==> src/rtl/frame_buffer_pool.sv <==
`default_nettype none
// ============================================================================
//  Module   : frame_buffer_pool
//  Purpose  : Owns NUM_FRAMES frame buffers in pSRAM. Hands them to a single
//             producer (frame uploader) and a single consumer (frame
//             downloader). The consumer always gets the newest committed
//             frame. Each grant returns a base address and an index, and a
//             read grant also returns the frame sequence number. The block
//             counts READY frames that a newer commit overwrote.
//  Ports    : clk, reset (async, active-high)
//             producer : wr_acq_req -> wr_acq_ack, wr_base_addr, wr_buf_idx;
//                        wr_commit, wr_abort
//             consumer : rd_acq_req -> rd_acq_ack, rd_base_addr, rd_buf_idx,
//                        rd_frame_seq; rd_release
//             status   : drop_count (saturating), error (1-cycle pulse)
//  Revision : 1.0  initial release
// ============================================================================
module frame_buffer_pool #(
    parameter int NUM_FRAMES   = 3,
    parameter int ADDR_WIDTH   = 21,
    parameter int BASE_ADDR    = 0,
    parameter int FRAME_STRIDE = 307232,
    parameter int SEQ_WIDTH    = 8,
    parameter int DROP_WIDTH   = 16,
    localparam int IDX_W       = (NUM_FRAMES > 1) ? $clog2(NUM_FRAMES) : 1
) (
    input  logic                  clk,
    input  logic                  reset,
    input  logic                  wr_acq_req,
    output logic                  wr_acq_ack,
    output logic [ADDR_WIDTH-1:0] wr_base_addr,
    output logic [IDX_W-1:0]      wr_buf_idx,
    input  logic                  wr_commit,
    input  logic                  wr_abort,
    input  logic                  rd_acq_req,
    output logic                  rd_acq_ack,
    output logic [ADDR_WIDTH-1:0] rd_base_addr,
    output logic [IDX_W-1:0]      rd_buf_idx,
    output logic [SEQ_WIDTH-1:0]  rd_frame_seq,
    input  logic                  rd_release,
    output logic [DROP_WIDTH-1:0] drop_count,
    output logic                  error
);

    // Per-buffer ownership state
    localparam logic [1:0] c_buf_free    = 2'd0;
    localparam logic [1:0] c_buf_writing = 2'd1;
    localparam logic [1:0] c_buf_ready   = 2'd2;
    localparam logic [1:0] c_buf_reading = 2'd3;

    typedef enum logic [1:0] {
        WR_IDLE  = 2'd0,
        WR_GRANT = 2'd1,
        WR_HOLD  = 2'd2
    } wr_state_t;

    typedef enum logic [1:0] {
        RD_IDLE  = 2'd0,
        RD_GRANT = 2'd1,
        RD_HOLD  = 2'd2
    } rd_state_t;

    // Base address of every buffer is an elaboration-time constant.
    logic [ADDR_WIDTH-1:0] w_base_lut [NUM_FRAMES];

    for (genvar gi = 0; gi < NUM_FRAMES; gi++) begin : g_base_lut
        localparam logic [63:0] c_base_full =
            64'(BASE_ADDR) + 64'(gi) * 64'(FRAME_STRIDE);
        assign w_base_lut[gi] = c_base_full[ADDR_WIDTH-1:0];
    end

    // Registered state
    logic [1:0]            r_buf_state [NUM_FRAMES];
    wr_state_t             r_wr_state;
    rd_state_t             r_rd_state;
    logic [IDX_W-1:0]      r_wr_idx;
    logic [IDX_W-1:0]      r_rd_idx;
    logic [ADDR_WIDTH-1:0] r_wr_base;
    logic [ADDR_WIDTH-1:0] r_rd_base;
    logic [SEQ_WIDTH-1:0]  r_rd_seq;
    logic [SEQ_WIDTH-1:0]  r_seq_cnt;
    logic [SEQ_WIDTH-1:0]  r_ready_seq;
    logic [DROP_WIDTH-1:0] r_drop_cnt;
    logic                  r_error;

    // Next-state values
    logic [1:0]            w_buf_nxt [NUM_FRAMES];
    wr_state_t             w_wr_state_nxt;
    rd_state_t             w_rd_state_nxt;
    logic [IDX_W-1:0]      w_wr_idx_nxt;
    logic [IDX_W-1:0]      w_rd_idx_nxt;
    logic [ADDR_WIDTH-1:0] w_wr_base_nxt;
    logic [ADDR_WIDTH-1:0] w_rd_base_nxt;
    logic [SEQ_WIDTH-1:0]  w_rd_seq_nxt;
    logic [SEQ_WIDTH-1:0]  w_seq_cnt_nxt;
    logic [SEQ_WIDTH-1:0]  w_ready_seq_nxt;
    logic [DROP_WIDTH-1:0] w_drop_nxt;
    logic                  w_error_nxt;

    // Buffer scan results (taken from the registered buffer state only)
    logic                  w_free_found;
    logic [IDX_W-1:0]      w_free_idx;
    logic                  w_ready_found;
    logic [IDX_W-1:0]      w_ready_idx;
    logic                  w_rd_take;

    // Descending scan so the lowest matching index is the one kept.
    always_comb begin
        w_free_found  = 1'b0;
        w_free_idx    = '0;
        w_ready_found = 1'b0;
        w_ready_idx   = '0;
        for (int i = NUM_FRAMES - 1; i >= 0; i--) begin
            if (r_buf_state[i] == c_buf_free) begin
                w_free_found = 1'b1;
                w_free_idx   = IDX_W'(i);
            end
            if (r_buf_state[i] == c_buf_ready) begin
                w_ready_found = 1'b1;
                w_ready_idx   = IDX_W'(i);
            end
        end
    end

    // The reader takes the READY buffer only when it is idle and a frame exists.
    assign w_rd_take = (r_rd_state == RD_IDLE) && rd_acq_req && w_ready_found;

    always_comb begin
        w_buf_nxt       = r_buf_state;
        w_wr_state_nxt  = r_wr_state;
        w_rd_state_nxt  = r_rd_state;
        w_wr_idx_nxt    = r_wr_idx;
        w_rd_idx_nxt    = r_rd_idx;
        w_wr_base_nxt   = r_wr_base;
        w_rd_base_nxt   = r_rd_base;
        w_rd_seq_nxt    = r_rd_seq;
        w_seq_cnt_nxt   = r_seq_cnt;
        w_ready_seq_nxt = r_ready_seq;
        w_drop_nxt      = r_drop_cnt;
        w_error_nxt     = 1'b0;

        // ---------------- consumer side ----------------
        case (r_rd_state)
            RD_IDLE: begin
                if (w_rd_take) begin
                    w_buf_nxt[w_ready_idx] = c_buf_reading;
                    w_rd_idx_nxt           = w_ready_idx;
                    w_rd_base_nxt          = w_base_lut[w_ready_idx];
                    w_rd_seq_nxt           = r_ready_seq;
                    w_rd_state_nxt         = RD_GRANT;
                end
            end
            RD_GRANT: w_rd_state_nxt = RD_HOLD;
            RD_HOLD: begin
                if (rd_release) begin
                    w_buf_nxt[r_rd_idx] = c_buf_free;
                    w_rd_state_nxt      = RD_IDLE;
                end
            end
            default: w_rd_state_nxt = RD_IDLE;
        endcase

        if (rd_release && (r_rd_state != RD_HOLD)) begin
            w_error_nxt = 1'b1;
        end

        // ---------------- producer side ----------------
        case (r_wr_state)
            WR_IDLE: begin
                if (wr_acq_req) begin
                    if (w_free_found) begin
                        w_buf_nxt[w_free_idx] = c_buf_writing;
                        w_wr_idx_nxt          = w_free_idx;
                        w_wr_base_nxt         = w_base_lut[w_free_idx];
                        w_wr_state_nxt        = WR_GRANT;
                    end else begin
                        w_error_nxt = 1'b1;
                    end
                end
            end
            WR_GRANT: w_wr_state_nxt = WR_HOLD;
            WR_HOLD: begin
                if (wr_commit) begin
                    // A READY frame that the reader grabs on this same edge
                    // is now READING; it is not overwritten and not counted.
                    if (w_ready_found && !w_rd_take) begin
                        w_buf_nxt[w_ready_idx] = c_buf_free;
                        if (r_drop_cnt != {DROP_WIDTH{1'b1}}) begin
                            w_drop_nxt = r_drop_cnt + 1'b1;
                        end
                    end
                    w_buf_nxt[r_wr_idx] = c_buf_ready;
                    w_ready_seq_nxt     = r_seq_cnt;
                    w_seq_cnt_nxt       = r_seq_cnt + 1'b1;
                    w_wr_state_nxt      = WR_IDLE;
                    if (wr_abort) begin
                        w_error_nxt = 1'b1;
                    end
                end else if (wr_abort) begin
                    w_buf_nxt[r_wr_idx] = c_buf_free;
                    w_wr_state_nxt      = WR_IDLE;
                end
            end
            default: w_wr_state_nxt = WR_IDLE;
        endcase

        if ((wr_commit || wr_abort) && (r_wr_state != WR_HOLD)) begin
            w_error_nxt = 1'b1;
        end
    end

    always_ff @(posedge clk or posedge reset) begin
        if (reset) begin
            for (int i = 0; i < NUM_FRAMES; i++) begin
                r_buf_state[i] <= c_buf_free;
            end
            r_wr_state  <= WR_IDLE;
            r_rd_state  <= RD_IDLE;
            r_wr_idx    <= '0;
            r_rd_idx    <= '0;
            r_wr_base   <= '0;
            r_rd_base   <= '0;
            r_rd_seq    <= '0;
            r_seq_cnt   <= '0;
            r_ready_seq <= '0;
            r_drop_cnt  <= '0;
            r_error     <= 1'b0;
        end else begin
            r_buf_state <= w_buf_nxt;
            r_wr_state  <= w_wr_state_nxt;
            r_rd_state  <= w_rd_state_nxt;
            r_wr_idx    <= w_wr_idx_nxt;
            r_rd_idx    <= w_rd_idx_nxt;
            r_wr_base   <= w_wr_base_nxt;
            r_rd_base   <= w_rd_base_nxt;
            r_rd_seq    <= w_rd_seq_nxt;
            r_seq_cnt   <= w_seq_cnt_nxt;
            r_ready_seq <= w_ready_seq_nxt;
            r_drop_cnt  <= w_drop_nxt;
            r_error     <= w_error_nxt;
        end
    end

    assign wr_acq_ack   = (r_wr_state == WR_GRANT);
    assign wr_base_addr = r_wr_base;
    assign wr_buf_idx   = r_wr_idx;
    assign rd_acq_ack   = (r_rd_state == RD_GRANT);
    assign rd_base_addr = r_rd_base;
    assign rd_buf_idx   = r_rd_idx;
    assign rd_frame_seq = r_rd_seq;
    assign drop_count   = r_drop_cnt;
    assign error        = r_error;

endmodule
`default_nettype wire
==> config.mk <==
export PLATFORM = sky130hd
export DESIGN_NAME = frame_buffer_pool
export DESIGN_NICKNAME = d
export VERILOG_FILES = /design/src/rtl/frame_buffer_pool.sv
export SDC_FILE = /design/constraint.sdc
export NUM_CORES = 1
export LEC_CHECK = 0
export ABC_AREA = 1
export CAP_MARGIN = 5
export CORE_ASPECT_RATIO = 1.75
export CORE_MARGIN = 8
export CORE_UTILIZATION = 50
export CTS_CLUSTER_DIAMETER = 150
export DETAILED_ROUTE_END_ITERATION = 8
export GPL_ROUTABILITY_DRIVEN = 1
export HOLD_SLACK_MARGIN = 0.15
export PLACE_DENSITY_LB_ADDON = 0.15
export SYNTH_ARGS = -nofsm -noshare
export SYNTH_HDL_FRONTEND = slang
export SYNTH_SLANG_ARGS = --single-unit
==> constraint.sdc <==
create_clock -name clk -period 2.8 [get_ports clk]
set_input_delay 0.7 -clock clk [delete_from_list [all_inputs] [get_ports clk]]
set_output_delay 0.7 -clock clk [all_outputs]
set_load 0.03 [all_outputs]
==> results of run 1 <==
-- cells in the final DEF (no fill, tap or decap), drive strengths merged, types with 2 or more instances in the layout --
| master | netlist | final |
|---|---|---|
| a21oi | 4 | 4 |
| a22oi | 2 | 2 |
| and2 | 2 | 2 |
| buf | 41 | 2 |
| clkbuf | 2 | 11 |
| clkdlybuf4s50 | 0 | 55 |
| clkinv | 1 | 5 |
| conb | 1 | 24 |
| dfrtp | 59 | 59 |
| ha | 2 | 2 |
| inv | 45 | 45 |
| nand2 | 141 | 141 |
| nand3 | 20 | 20 |
| nand3b | 3 | 3 |
| nand4 | 5 | 5 |
| nor2 | 40 | 40 |
| nor3 | 3 | 3 |
| o21ai | 31 | 31 |
| o21bai | 2 | 2 |
| xnor2 | 3 | 3 |
| xor2 | 12 | 12 |
-- metrics by stage --
| step | total power [mW] | hold slack [ns] | setup WS (ns) | util, % |
|---|---|---|---|---|
| final | 4.51 | 0.480 | 0.467 | 62.5 |
| after global routing | 4.80 | 0.500 | 0.391 | 62.5 |
| after CTS | 4.54 | 0.479 | 0.457 | 62.5 |
| after detailed placement | 3.47 | 0.464 | 0.315 | 58.0 |
| after global placement | 3.44 | 0.465 | 0.380 | 58.0 |
| after floorplan | 2.82 | 0.442 | 0.644 | - |
-- area by class of cell --
| type | instances | area share [%] |
|---|---|---|
| multi-input cells | 299 | 34.9 |
| repair buffers | 57 | 14.4 |
| clock buffers | 11 | 5.78 |
| inverters | 46 | 4.41 |
| flip-flops and latches | 59 | 36.7 |
| well taps | 82 | 2.55 |
| clock inverters | 5 | 1.34 |
-- sequential cells by signal, summed over array words and instances, names as in the netlist --
signal / flops
error: 1
r_seq_cnt: 8
r_ready_seq: 8
r_rd_state: 2
rd_frame_seq: 8
rd_base_addr: 3
drop_count: 16
r_buf_state: 6
wr_buf_idx: 1
r_wr_state: 2
wr_base_addr: 3
rd_buf_idx: 1
-- critical path: stages, from the launching register on --
cell and delay, ns:
dfrtp_1 0.41, inv_1 0.08, nor2_1 0.13, clkdlybuf4s50_1 0.69
-- power breakdown --
| part | leakage, nW | switching, mW | total, mW | internal, mW |
|---|---|---|---|---|
| Combinational | 1.13 | 1.27 | 1.99 | 0.727 |
| Clock | 0.143 | 0.368 | 1.05 | 0.684 |
| Sequential | 0.737 | 0.309 | 1.46 | 1.16 |
-- worst max path at each step --
stage                     cells after the start  slack (ns)     startpoint              to
after floorplan                               1        0.64          reset   drop_count[0]
after global placement                        7        0.38      wr_commit   drop_count[3]
after detailed placement                      7        0.32      wr_commit  drop_count[13]
after CTS                                     3        0.46  r_wr_state[0]      wr_acq_ack
after global routing                          3        0.39  r_wr_state[0]      wr_acq_ack
final                                         3        0.47  r_wr_state[0]      wr_acq_ack
-- layer usage --
metal	track usage (%)	vias up	routed length [um]
met5	0	-	0
met1	16.2	1258	2830
li1	-	1355	-
met2	31.7	76	4410
met3	4.73	28	326
met4	11.8	0	403
-- kinds of logic (layout without fill, tap and decap cells) --
kind of cell | Yosys count | in the layout | share of synthesized area (%)
other | 1 | 24 | 0.114
buffers and inverters | 89 | 119 | 15.1
DFF | 59 | 59 | 44.8
AOI/OAI and AO/OA | 42 | 42 | 6.99
xor gates and xnor gates | 15 | 15 | 3.99
and+or+nand+nor | 216 | 216 | 28.2
adders and majority gates | 2 | 2 | 0.760
==> impl_results.md, run 1 <==
* Status: finished, final reports clean
* Worst Hold Launch: r_ready_seq[7]
* Hold path depth at 2
* Row cnt at 39
* Multi-input gate area at 1400 um^2
* Root Driver: clkbuf_16
* Pleak at 2.01 nW
* Depth of the most critical reg-to-reg path at 7
* Clock buffer depth at 2
* Min Tclk post-route at 2.33 ns
* Layout cells sized above 1 at 6.29%
* Sequential fraction of the synthesis area at 44.8%
* Top-area cell type share of the netlist area at 44.8%
* WP data required at 2.10 ns
* Finished layout cell area at 4030 um^2
* DRC viols at 0
* Final hold vios at 0
* Placed Area at 3740 um^2
* Die X at 77.3 um
* Post-synth EDFFs at 0
* Final GP Congestion at 0.863
* Synth Area per Inst at 7.76 um^2
* Iteration-0 DRC Markers at 130
* Pin count of the biggest net entering global routing at 60
* Global-route wire length before repair at 12.9 mm
* Vias in the first global route at 2725
* Finished Layout Cells at 559
* # placed instances at 543
* Yosys warning count at 0
* Initial antenna violation count at 0
* Synth cell types at 35
* Worst Hold Endpoint: rd_frame_seq[7]
* Via count at 2717
* Peak supply drop at 615 uV
* PwrDens at 1120 nW/um^2
* Buffers on Ports at 55
* Final WL at 7.96 mm
* N_diodes at 0
* Crit path max fanout at 3
* Prevailing post-synth register cell: dfrtp_1
* Post-synth top area cell: dfrtp_1
* RR Endpoint: drop_count[8]
* HPWL after detailed placement at 6.11 mm
* Die Footprint at 9540 um^2
* ANT nets after route at 0
* Post-CTS setup buffer count at 0
* Worst-Margin Slew at 0.617 ns
* Vias/cell at 4.86
* Layout Nets at 481
* Period utilisation layout at 83.3%
* Gates resized, CTS repair at 0
* Hold Crit Class: flop to flop
* Max transition margin at 58.8%
* Initial Util at 51.1%
* RSZ-0062 raised after global routing: no
* Fmax at 429 MHz
* Type of origin of the critical path: flop
* Crit. End Element: output pin
* Arr. time, crit path at 1.63 ns
* CTS H-tree depth at 3
* Drt pass-1 iters at 4
* Core area at 6440 um^2
* TritonCTS Buffers at 9
* Register area at 1480 um^2
* Synthesized netlist cell count at 424
* I/O pin cnt at 80
* Clock transition at path regs at 0.05 ns
* Total GRT Usage at 17.2%
* Synth async-reset ratio at 100%
* Commonest cells in the netlist: nand2_1 (140), dfrtp_1 (59), inv_1 (43)
* CTS tree: yes
* Cell Area, Synth at 3290 um^2
* Clk_lat worst skew at 0.32 ns
* Total grt overflow at 0
* Max Cap Violations at 0
* Chip height at 123 um
* Synth area leaders: dfrtp_1 (45%), nand2_1 (16%), buf_4 (8.7%)
* Post-CTS Hold Fix Bufs at 0
* Clk sinks at 59
* Setup TNS at 0 ns
* Reg-to-reg critical path startpoint: r_wr_state[0]
* Skew final at 0.00533 ns
* R2r setup slk at 1.06 ns
* CP Class: flop to output pin
* Fill cell count at 607
* Yosys reg bits at 59
* Slew Limit Fails at 0
* Most frequent cell after synthesis: nand2_1
* DR WL/cell at 14.2 um
* Setup Viol. Count Final at 0
* Area grow syn2layout at 22.3%
(Power assumes the default switching activity.)
==> run 2, diff against run 1 <==
clock period = 2.3 ns   (was 2.8 ns; I/O delays follow)
==> run 2 against run 1 <==
  * Non-clock buffer count rose by 5
  * Global-route usage decreased by 0.17 points
  * Via count increased by 0.48%
  * Sequential share of layout area down 0.51 points
  * Clock-buffer cell count up 4
  * Clock skew up 0.0010 ns
  * Critical path type unchanged
  * Highest routed layer unchanged
  * Wire length shrank 0.99%
  * Largest cell class unchanged
  * Sequential power grew 20%
==> impl_results.md, run 2 (synthesis gave the netlist of run 1 again) <==
* Reg-to-reg critical path startpoint: drop_count[0]
* N_diodes at 0 (unchanged)
* Setup Viol. Count Final at 0 (unchanged)
* DR WL/cell at 14.0 um (-1.9%)
* Worst Hold Endpoint: rd_frame_seq[3]
* I/O pin cnt at 80 (unchanged)
* Largest register FFs at 16 (unchanged)
* Worst Hold Launch: rd_frame_seq[3]
* Crit path max fanout at 3 (unchanged)
* Slowest stage delay, CP at 0.69 ns (about the same)
* Type of origin of the critical path: flop
* ANT nets after route at 0 (unchanged)
* Total grt overflow at 0 (unchanged)
* Hold Crit Class: flop to flop
* Final hold vios at 0 (unchanged)
* HPWL after detailed placement at 5.97 mm (-2.3%)
* Finished layout cell area at 4080 um^2 (+1.4%)
* Slowest stage cell, crit path: clkdlybuf4s50_1
* DRC viols at 0 (unchanged)
* Final GP Congestion at 0.889 (+3.0%)
* Skew final at 0.00634 ns (+0.00101 ns)
* Util after Layout at 63.4% (+0.87 points)
* WP data required at 1.73 ns (-0.37 ns)
* Layout Nets at 486 (+1.0%)
* Vias in the first global route at 2788 (+2.3%)
* Core area at 6440 um^2 (unchanged)
* RR Endpoint: drop_count[9]
* Crit. End Element: output pin
* Area grow syn2layout at 24.0%
* Final WL at 7.88 mm (-0.99%)
* Fmax at 455 MHz
* PwrDens at 1350 nW/um^2 (+20%)
* Clock buffer depth at 2 (unchanged)
* Pin count of the biggest net entering global routing at 60 (unchanged)
* Dpl ws at 0.148 ns (-0.167 ns)
* Status: finished, final reports clean
* Clock transition at path regs at 0.05 ns (about the same)
* Hold path depth at 2 (unchanged)
* Peak supply drop at 762 uV (+24%)
* Arr. time, crit path at 1.62 ns (about the same)
* Depth of the most critical reg-to-reg path at 7 (unchanged)
* Slew Limit Fails at 0 (unchanged)
* Total GRT Usage at 17.0% (-0.17 points)
* Placed Area at 3790 um^2 (+1.3%)
* Min Tclk post-route at 2.20 ns
* Commonest non-fill, non-tap cells in the layout: nand2_1 (140), dfrtp_1 (59), clkdlybuf4s50_1 (55)
* Cell Chain, Critical Path: inv_1 > nor2_1 > clkdlybuf4s50_1
* Layout cells sized above 1 at 7.26% (+0.97 points)
* Via count at 2730 (+0.48%)
* Setup TNS at 0 ns (unchanged)
* RSZ-0062 raised after global routing: no
* Vias/cell at 4.84 (-0.41%)
* Post-CTS Hold Fix Bufs at 0 (unchanged)
* Chip height at 123 um (unchanged)
* Global-route wire length before repair at 12.9 mm (-0.16%)
* CP Class: flop to output pin
* CTS H-tree depth at 3 (unchanged)
* Finished Layout Cells at 564 (+0.89%)
* PnR worst setup slack at 0.103 ns (-0.364 ns)
* Clk sinks at 59 (unchanged)
* Root Driver: clkbuf_16
* Drt pass-1 iters at 4 (unchanged)
* CTS tree: yes
* Hold_ws at 0.477 ns (-0.00289 ns)
* Gates resized, CTS repair at 0 (unchanged)
* TritonCTS Buffers at 9 (unchanged)
* Die Footprint at 9540 um^2 (unchanged)
* Pleak at 2.04 nW (+1.5%)
* Clk_lat worst skew at 0.33 ns (about the same)
* Initial Util at 51.1% (unchanged)
* Post-layout power at 5.49 mW (+22%)
* Iteration-0 DRC Markers at 172 (+32%)
* Period utilisation layout at 95.5%
* Buffers on Ports at 55 (unchanged)
* Row cnt at 39 (unchanged)
* Die X at 77.3 um (unchanged)
* R2r setup slk at 0.72 ns (-0.34 ns)
* Max Cap Violations at 0 (unchanged)
* # placed instances at 548 (+0.92%)
* Initial antenna violation count at 0 (unchanged)
* Most common cell after layout, fill and taps aside: nand2_1
* Post-CTS setup buffer count at 0 (unchanged)
==> run 2: final cells by class <==
class                           count  area [um^2]
Timing Repair Buffer               62          628
Fill cell                         587         2360
Sequential cell                    59         1480
Clock inverter                      1         5.00
Multi-Input combinational cell    299         1400
Tap cell                           82          103
Clock buffer                       15          288
Inverter                           46          178
==> run 2: layer usage <==
metal,global-route usage [%],vias to the layer above,part of all wire (%)
met4,13.1,0,3.1
met1,15.7,1289,36
li1,-,1366,-
met5,0,-,0
met3,3.35,21,3.5
met2,32.1,54,57
==> run 2: worst max-delay path by stage <==
stage / slack [ns] / end / cells after the start / from
final: 0.10 / wr_acq_ack / 3 / r_wr_state[0]
after global routing: 0.04 / wr_acq_ack / 3 / r_wr_state[0]
after CTS: 0.09 / wr_acq_ack / 3 / r_wr_state[0]
after detailed placement: 0.15 / drop_count[6] / 8 / wr_commit
after global placement: 0.18 / drop_count[8] / 8 / wr_commit
after floorplan: 0.27 / drop_count[0] / 1 / reset
==> run 2: worst max-delay path: cells and delay by family, from the launching register on <==
family	cells	cell delay, ns
buffers and inverters	2	0.76
DFF	1	0.42
and+or+nand+nor	1	0.12
==> run 2: power breakdown <==
group          switching [mW]  internal, mW
Clock                   0.438         0.844
Combinational            1.56         0.904
Sequential              0.345          1.41
Total                    2.34          3.16
==> run 3, diff against run 2 <==
TNS_END_PERCENT = 50   (was unset)
==> results of run 3 <==
Final layout, timing and power as in run 2 (identical DEF).
